**src/rtl/arb_pkg.sv**
```systemverilog
// Shared constants and state type for the request arbiter ahead of the 8-to-3 encoder.
package arb_pkg;

  localparam int unsigned ARB_N = 8;
  localparam int unsigned PTR_W = $clog2(ARB_N);

  typedef enum logic {
    ARB_IDLE,
    ARB_GRANT
  } arb_state_e;

endpackage

```
**src/rtl/rr_pick.sv**
```systemverilog
// Combinational winner selection: round-robin from ptr, or fixed highest-index priority.
module rr_pick #(
  parameter int unsigned N     = arb_pkg::ARB_N,
  parameter int unsigned PTR_W = $clog2(N)
) (
  input  logic [N-1:0]     pending,
  input  logic [PTR_W-1:0] ptr,
  input  logic             rr,
  output logic             any,
  output logic [PTR_W-1:0] idx
);

  logic [2*N-1:0]   dbl;
  logic [N-1:0]     rot;
  logic [PTR_W-1:0] rot_pos;
  logic             found;
  logic [PTR_W-1:0] hi_pos;

  // Rotate so ptr lands at bit 0, take the lowest set bit, then un-rotate by adding ptr back.
  always_comb begin
    dbl     = {pending, pending};
    rot     = dbl[ptr +: N];
    rot_pos = '0;
    found   = 1'b0;
    hi_pos  = '0;
    for (int unsigned i = 0; i < N; i++) begin
      if (rot[i] && !found) begin
        rot_pos = PTR_W'(i);
        found   = 1'b1;
      end
      if (pending[i]) begin
        hi_pos = PTR_W'(i);
      end
    end
    any = |pending;
    idx = rr ? (rot_pos + ptr) : hi_pos;
  end

endmodule

```
**src/rtl/req_onehot_arbiter.sv**
```systemverilog
// Captures rising edges on asynchronous request lines as sticky pending bits and
// presents one granted line as a one-hot vector, held until acknowledged.
module req_onehot_arbiter
  import arb_pkg::*;
#(
  parameter int unsigned N           = ARB_N,
  parameter int unsigned SYNC_STAGES = 2,
  parameter bit          RR          = 1'b1
) (
  input  logic         clk,
  input  logic         rst_n,
  input  logic [N-1:0] req_in,
  input  logic         clr,
  output logic [N-1:0] grant,
  output logic         grant_valid,
  input  logic         grant_ack,
  output logic [N-1:0] pending
);

  localparam int unsigned PW = $clog2(N);

  logic [N-1:0] sync_q [SYNC_STAGES];
  logic [N-1:0] sync_d [SYNC_STAGES];
  logic [N-1:0] prev_q;
  logic [N-1:0] prev_d;
  logic [N-1:0] edge_det;

  arb_state_e   state_q, state_d;
  logic [N-1:0] pending_q, pending_d;
  logic [N-1:0] grant_q, grant_d;
  logic         valid_q, valid_d;
  logic [PW-1:0] winner_q, winner_d;
  logic [PW-1:0] ptr_q, ptr_d;

  logic          pick_any;
  logic [PW-1:0] pick_idx;

  // Synchronizer chain feed and previous-value tap used for rising-edge detection.
  always_comb begin
    sync_d[0] = req_in;
    for (int unsigned s = 1; s < SYNC_STAGES; s++) begin
      sync_d[s] = sync_q[s-1];
    end
    prev_d   = sync_q[SYNC_STAGES-1];
    edge_det = sync_q[SYNC_STAGES-1] & ~prev_q;
  end

  // Capture registers: synchronizer stages and the previous synchronized value.
  always_ff @(posedge clk or negedge rst_n) begin
    if (!rst_n) begin
      for (int unsigned s = 0; s < SYNC_STAGES; s++) begin
        sync_q[s] <= '0;
      end
      prev_q <= '0;
    end else begin
      for (int unsigned s = 0; s < SYNC_STAGES; s++) begin
        sync_q[s] <= sync_d[s];
      end
      prev_q <= prev_d;
    end
  end

  rr_pick #(
    .N     (N),
    .PTR_W (PW)
  ) u_pick (
    .pending (pending_q),
    .ptr     (ptr_q),
    .rr      (RR),
    .any     (pick_any),
    .idx     (pick_idx)
  );

  // Next-state logic; a new edge on the winner in the ack cycle re-sets its pending bit,
  // and clr overrides everything except ptr.
  always_comb begin
    state_d   = state_q;
    pending_d = pending_q | edge_det;
    grant_d   = grant_q;
    valid_d   = valid_q;
    winner_d  = winner_q;
    ptr_d     = ptr_q;
    unique case (state_q)
      ARB_IDLE: begin
        if (pick_any) begin
          winner_d = pick_idx;
          grant_d  = N'(1) << pick_idx;
          valid_d  = 1'b1;
          state_d  = ARB_GRANT;
        end
      end
      ARB_GRANT: begin
        if (grant_ack) begin
          pending_d = (pending_q & ~grant_q) | edge_det;
          grant_d   = '0;
          valid_d   = 1'b0;
          state_d   = ARB_IDLE;
          if (RR) begin
            ptr_d = winner_q + PW'(1);
          end
        end
      end
      default: begin
        state_d = ARB_IDLE;
      end
    endcase
    if (clr) begin
      pending_d = '0;
      grant_d   = '0;
      valid_d   = 1'b0;
      state_d   = ARB_IDLE;
    end
  end

  // Arbitration FSM with registered grant outputs and sticky pending bits.
  always_ff @(posedge clk or negedge rst_n) begin
    if (!rst_n) begin
      state_q   <= ARB_IDLE;
      pending_q <= '0;
      grant_q   <= '0;
      valid_q   <= 1'b0;
      winner_q  <= '0;
      ptr_q     <= '0;
    end else begin
      state_q   <= state_d;
      pending_q <= pending_d;
      grant_q   <= grant_d;
      valid_q   <= valid_d;
      winner_q  <= winner_d;
      ptr_q     <= ptr_d;
    end
  end

  assign grant       = grant_q;
  assign grant_valid = valid_q;
  assign pending     = pending_q;

endmodule

```
**config.mk**
```make
export PLATFORM = sky130hd
export DESIGN_NAME = req_onehot_arbiter
export DESIGN_NICKNAME = d
export VERILOG_FILES = /design/src/rtl/arb_pkg.sv /design/src/rtl/rr_pick.sv /design/src/rtl/req_onehot_arbiter.sv
export SDC_FILE = /design/constraint.sdc
export NUM_CORES = 1
export LEC_CHECK = 0
export CELL_PAD_IN_SITES_DETAIL_PLACEMENT = 1
export CELL_PAD_IN_SITES_GLOBAL_PLACEMENT = 1
export CORE_MARGIN = 10
export CORE_UTILIZATION = 47
export CTS_CLUSTER_SIZE = 12
export DETAILED_ROUTE_END_ITERATION = 6
export PLACE_DENSITY = 0.89
export SLEW_MARGIN = 20
export SYNTH_ARGS = -nofsm -noshare
export SYNTH_HDL_FRONTEND = slang
export SYNTH_HIERARCHICAL = 1
export SYNTH_SLANG_ARGS = --single-unit
```
**constraint.sdc**
```tcl
create_clock -name clk -period 7.5 [get_ports clk]
set_input_delay 1.5 -clock clk [delete_from_list [all_inputs] [get_ports clk]]
set_output_delay 1.5 -clock clk [all_outputs]
set_load 0.01 [all_outputs]
```
==> key figures, run 1 <==
Cells and area
  – Nets: 236
  – Most frequent cells in the layout: dfrtp_1 (48), clkdlybuf4s50_1 (27), a21oi_1 (14), nor2_1 (12)
  – Non-Filler Instances: 289
  – Leading cell type in the layout, fill and taps excluded: dfrtp_1
  – Share of layout cells above drive strength 1: 12.16%
  – Multi-input logic area: 0.001025 mm²
  – Fillers: 503
  – Reg area: 0.001201 mm²
  – Area added between synthesis and finish: 17.79%
  – Diodes inserted: 0

Setup path
  – Worst R2R End: grant[7]$_DFFE_PN0P_
  – Slowest cell on crit path: dfrtp_1
  – CP startpoint kind: flip-flop
  – R2r setup slk: 3330 ps
  – Worst-path maximum fanout: 18
  – WS Path Type: flip-flop to flip-flop
  – Worst-path cell chain: mux2_2 -> o21a_1 -> mux4_2 -> a311oi_2 -> a41o_1 -> ha_1 -> inv_1 -> fa_1 -> xor2_1 -> nand2_1 -> a31oi_1 -> a221oi_2 -> nor3b_2 -> a32o_1
  – CP Capture Type: flip-flop
  – Worst r2r src: ptr_q[1]$_DFFE_PN0P_
  – Required @ worst endpoint: 7730 ps
  – FF-to-FF path depth: 14
  – CP Data Arrival Time: 4400 ps
  – Critical Path Max Stage Delay: 880 ps

Drt
  – Vias: 1,630
  – Drt total wl: 5.558 mm
  – Routed WL per cell: 19.23 µm
  – First-pass detailed-route iteration total: 4
  – Vias per inst: 5.640
  – Post-DRT Antenna Nets: 0
  – Iter 0 DRT Violations: 70
  – # DRC: 0

Floorplanning
  – Core region area: 0.004755 mm²
  – Die X: 90.07 µm
  – Starting Density: 48.53%
  – Site Rows: 25
  – Die Height: 90.07 µm
  – I/O Pins: 29
  – Die area: 0.008112 mm²

Worst hold path
  – HP Class: flip-flop to flip-flop
  – Worst Hold Depth: 0
  – Hold Crit Start: sync_d[1]$_DFF_PN0_
  – Hold path endpoint: prev_d[1]$_DFF_PN0_

Timing
  – Final setup skew: 5.138 ps
  – Setup TNS: 0 ps
  – Final clock period utilization by the worst path: 55.62%
  – Period minus WS final: 4172 ps
  – Slew @ Worst Pin: 807.6 ps
  – Max-slew violations: 0
  – Fmax achieved: 239.7 MHz
  – Setup violations, final: 0
  – Unrepaired setup endpoints after global routing: false
  – Final hold violations: 0
  – Rel. slew slack: 46.16%

Yosys
  – FF+latch count, synth: 48
  – Synth Area per Inst: 12.08 µm²
  – Netlist cell types: 48
  – Post-Syn Instances: 191
  – Sequential share of the synthesized area: 52.06%
  – Syn. warnings: 6
  – Mapped cell area: 0.002307 mm²

Global route
  – Initial antenna violation count: 0
  – First-pass GRT wire length: 9.397 mm
  – Vias in the first global route: 1,785
  – Largest net degree at the start of global routing: 49
  – GRT Resource Usage Total: 14.28%
  – GRT overflow: 0

Job
  – Max-cap violations: 0

CTS
  – Hold buffers post-CTS: 0
  – CTS tree: yes
  – Worst-skew pair later-pin latency: 290 ps
  – H-Tree Depth: 2
  – Clk slew on worst S/H paths: 80 ps
  – Clock sinks: 48
  – Post-CTS Resized: 0
  – Total CTS buffers: 5
  – Clk root buf: clkbuf_8
  – Clock buffer depth: 2
  – Setup bufs post-CTS: 0

Placed design
  – Dpl hpwl: 3.942 mm
  – IO Port Bufs: 28
  – Placed insts: 281
  – Gpl congestion: 0.7918

Status
  – Status: complete, no violations

Power and ir drop
  – Max rail drop VDD: 0.0001677 V
  – PwrDens: 331.9 mW/mm²
  – Pwr Total: 0.9021 mW
  – Pleak: 1.158 nW
==> per-layer routing <==
| layer | vias up | part of all wire, % | global-route usage (%) |
|---|---|---|---|
| met4 | 0 | 1.6 | 5.172 |
| met1 | 835 | 42 | 17.14 |
| met5 | - | 0 | 0 |
| li1 | 744 | - | - |
| met3 | 7 | 5.4 | 3.741 |
| met2 | 44 | 51 | 24.03 |
==> through the flow <==
step / setup slack (ps) / instance area, µm² / utilization (%) / hold slack (ps)
5_1_grt: 3090 / 2718 / 57.16 / 364.0
2_1_floorplan: 4185 / 2326 / - / 331.2
6_report: 3328 / 2718 / 57.16 / 353.4
4_1_cts: 3344 / 2715 / 57.11 / 356.8
3_5_place_dp: 3349 / 2608 / 54.84 / 336.3
3_3_place_gp: 3589 / 2608 / 54.84 / 331.7
==> how the worst max path moves through the flow <==
stage / start / end / slack [ps]
detailed placement: ptr_q[1]$_DFFE_PN0P_ / grant[7]$_DFFE_PN0P_ / 3350
CTS: ptr_q[1]$_DFFE_PN0P_ / grant[7]$_DFFE_PN0P_ / 3340
global route: ptr_q[1]$_DFFE_PN0P_ / grant[7]$_DFFE_PN0P_ / 3090
global placement: ptr_q[1]$_DFFE_PN0P_ / grant[7]$_DFFE_PN0P_ / 3590
finish: ptr_q[1]$_DFFE_PN0P_ / grant[7]$_DFFE_PN0P_ / 3330
floorplan: ptr_q[1]$_DFFE_PN0P_ / grant[7]$_DFFE_PN0P_ / 4190
==> state kept, by name, indices dropped and copies added (netlist names) <==
register / flops
pending: 8
prev_q: 8
ptr_q: 3
winner_q: 3
prev_d: 8
grant_valid: 1
state_q: 1
sync_d: 8
grant: 8
==> cell usage after synthesis (all sizes together) <==
cell,instances,area (µm²)
a31oi,1,6.260
a22o,6,52.55
buf,5,58.80
conb,1,3.750
nor2b,11,68.82
ha,2,25.02
dfrtp,48,1201
o22ai,1,6.260
nand4,1,6.260
a311o,1,10.01
fa,1,20.02
nand3,9,45.04
clkbuf,5,18.77
o21ai,6,30.02
xor2,1,8.760
a21boi,1,7.510
nand2,8,30.03
nor3b,2,20.02
a41o,1,10.01
or2,1,6.260
o32ai,1,8.760
nand2b,3,26.27
xnor2,2,17.52
a21oi,14,70.07
o21a,2,15.01
and2,1,6.260
mux4,6,135.1
a311oi,1,15.01
mux2i,12,123.9
and3,1,6.260
nor2,12,45.04
mux2,8,93.83
a32o,2,20.02
o21bai,2,15.01
inv,6,22.52
nor4,2,12.51
a221oi,1,15.01
nor3,2,15.01
and3b,1,8.760
==> where the power goes <==
part / leakage (nW) / internal (mW) / total [mW] / switching, mW
logic: 0.511 / 0.184 / 0.353 / 0.169
registers: 0.591 / 0.294 / 0.370 / 0.0754
clock network: 0.0552 / 0.0989 / 0.179 / 0.0805
==> kinds of logic after synthesis <==
| family | count (synthesis) | share of synthesized area, % |
|---|---|---|
| AND/OR/NAND/NOR | 54 | 12.85 |
| flip-flops | 48 | 52.06 |
| AO/OA/AOI/OAI | 40 | 12.20 |
| multiplexers | 26 | 15.29 |
| buffers and inverters | 16 | 4.338 |
| adder cells (fa/ha/maj) | 3 | 1.952 |
| XOR/XNOR | 3 | 1.139 |
| other | 1 | 0.1625 |
==> area by class of cell <==
class / instances / share of cell area (%)
Clock inverter: 2 / 1.289
Timing Repair Buffer: 28 / 10.22
Clock buffer: 6 / 2.670
Tap cell: 67 / 3.085
Inverter: 6 / 0.8287
Multi-Input combinational cell: 132 / 37.71
Sequential cell: 48 / 44.20
==> critical path: cells and delay by family, from the launching register on <==
| family | cells | cell delay [ps] |
|---|---|---|
| AND/OR/NAND/NOR | 2 | 460 |
| buffers and inverters | 1 | 50 |
| XOR/XNOR | 1 | 160 |
| multiplexers | 2 | 910 |
| flip-flops | 1 | 880 |
| adder cells (fa/ha/maj) | 2 | 520 |
| AO/OA/AOI/OAI | 6 | 1130 |
Note: power is estimated with default switching activity, not from simulation.
==> run 2, diff against run 1 <==
CORE_UTILIZATION = 40   (was 47)
PLACE_DENSITY = 0.81   (was 0.89)
clock period = 3.36 ns   (was 7.5 ns; I/O delays follow)
==> key figures, run 2 (synthesis gave the netlist of run 1 again) <==
Drt
  – Iter 0 DRT Violations: 59
  – Vias per inst: 5.317
  – First-pass detailed-route iteration total: 4
  – Routed WL per cell: 18.40 µm
  – Drt total wl: 5.870 mm
  – Post-DRT Antenna Nets: 0
  – # DRC: 0
  – Vias: 1,696

Floorplanning
  – Core region area: 0.005540 mm²
  – Site Rows: 27
  – Die area: 0.009205 mm²
  – Die Height: 95.95 µm
  – I/O Pins: 29
  – Die X: 95.95 µm
  – Starting Density: 41.64%

Setup path
  – CP Capture Type: flip-flop
  – Required @ worst endpoint: 3590 ps
  – Worst-path maximum fanout: 6
  – WS Path Type: flip-flop to flip-flop
  – Slowest cell on crit path: dfrtp_2
  – CP startpoint kind: flip-flop
  – Critical Path Max Stage Delay: 470 ps
  – CP Data Arrival Time: 3780 ps
  – Worst-path cell chain: mux2_4 -> o21a_1 -> mux4_2 -> a311oi_2 -> a41o_1 -> ha_2 -> inv_2 -> fa_2 -> xor2_2 -> nor2_1 -> a221oi_2 -> nor3b_4 -> a22o_1

Timing
  – Final setup skew: 2.226 ps
  – Unrepaired setup endpoints after global routing: true
  – Fmax achieved: 281.9 MHz
  – Final hold violations: 0
  – Setup violations, final: 8
  – Slew @ Worst Pin: 762.2 ps
  – Final worst setup slack: -187.5 ps
  – Max-slew violations: 0
  – Rel. slew slack: 48.65%
  – Period minus WS final: 3548 ps
  – Final clock period utilization by the worst path: 105.6%

CTS
  – Worst-skew pair later-pin latency: 290 ps
  – Clk slew on worst S/H paths: 80 ps
  – Clk root buf: clkbuf_8
  – CTS tree: yes
  – H-Tree Depth: 2
  – Clock buffer depth: 2
  – Total CTS buffers: 5
  – Clock sinks: 48

Global route
  – First-pass GRT wire length: 9.584 mm
  – Vias in the first global route: 1,879
  – Initial antenna violation count: 0
  – GRT overflow: 0
  – GRT Resource Usage Total: 13.31%
  – Largest net degree at the start of global routing: 49

Power and ir drop
  – Clock share of power: 18.0%
  – Max rail drop VDD: 0.0005436 V
  – Pwr Total: 2.256 mW
  – Net switching power: 0.7969 mW
  – Seq pwr share: 33.5%
  – Comb pwr share: 48.5%
  – Sw Share: 35.33%
  – PwrDens: 755.5 mW/mm²
  – Internal: 1.459 mW
  – Pleak: 1.286 nW

Placed design
  – Dpl hpwl: 4.388 mm
  – Placed insts: 311
  – Pre-CTS setup slack: -291.9 ps
  – Gpl congestion: 0.8008
  – IO Port Bufs: 28

Status
  – Status: complete, but fails checks
  – Violated checks: setup timing

Cells and area
  – Diodes inserted: 0
  – Non-Filler Instances: 319
  – Most frequent cells in the layout: dfrtp_1 (47), clkdlybuf4s50_1 (27), buf_4 (23), a21oi_1 (14), nor2_1 (12)
  – Share of layout cells above drive strength 1: 25.10%
  – Area added between synthesis and finish: 29.39%
  – Leading cell type in the layout, fill and taps excluded: dfrtp_1
  – Nets: 261
  – Utilization after layout: 53.88%

Job
  – Max-cap violations: 0

Worst hold path
  – HP Class: flip-flop to flip-flop
[run 2: changes by cell type in the layout (fill, tap and decap cells not counted), moves of 2 or more]
cell	previous run	this run
buf_6	0	3
mux2i_1	11	9
buf_4	1	23
mux2i_4	0	2
[run 2: metal layers]
metal  vias up  GRT usage, %  routed length, µm
met3         6         2.802                187
li1        787             -                  -
met2        25         24.89               3146
met5         -             0                  0
met1       878         14.98               2468
met4         0         3.317                 68
[run 2: final cells by class]
class	count	area (µm²)
clock buffers	5	68.82
clock inverters	3	42.54
fillers	585	2555
inverters	6	22.52
multi-input cells	132	1082
flip-flops and latches	48	1202
well taps	72	90.09
repair buffers	53	476.7
[run 2: critical path, delay by kind of cell, from the launching register on]
kind            cells  cell delay (ps)
buf+inv             1               40
xor+xnor            1              180
fa+ha+maj           2              530
compound gates      5             1050
flops               1              470
simple gates        2              420
mux                 2              800
[run 2: path summary, 6_finish.rpt]
path	start	end	slack, ps	cells after the start
worst max-delay path	ptr_q[1]$_DFFE_PN0P_	grant[4]$_DFFE_PN0P_	-190	13
worst min register to register	sync_d[1]$_DFF_PN0_	prev_d[1]$_DFF_PN0_	350	0
min in group asynchronous	rst_n	grant[2]$_DFFE_PN0P_	370	1
max in group asynchronous	rst_n	ptr_q[1]$_DFFE_PN0P_	2560	1
worst min-delay path	sync_d[1]$_DFF_PN0_	prev_d[1]$_DFF_PN0_	350	0
worst max register to register	ptr_q[1]$_DFFE_PN0P_	grant[4]$_DFFE_PN0P_	-190	13
[run 2: timing repair]
item,4_1_cts,5_1_grt
hold buffers,0,0
setup buffers,1,0
pin swaps,9,6
hold endpoints to repair,0,0
setup endpoints to repair,9,9
gates resized for setup,9,7
[run 2: metrics by stage]
step	area, µm²	TNS [ps]	hold slack [ps]
6_report	2985	-1138	354.5
4_1_cts	2979	-1347	358.2
3_3_place_gp	2814	-734.4	332.1
3_5_place_dp	2814	-1694	337.9
5_1_grt	2985	-2820	360.6
2_1_floorplan	2326	0	331.2
[run 2: power groups by stage]
stage          logic (mW)  registers [mW]  clock network (mW)
2_1_floorplan       0.674           0.736                   0
3_3_place_gp        0.985           0.757                   0
3_5_place_dp         1.01           0.764                   0
4_1_cts              1.09           0.756               0.418
5_1_grt              1.19           0.768               0.442
6_report             1.09           0.755               0.407
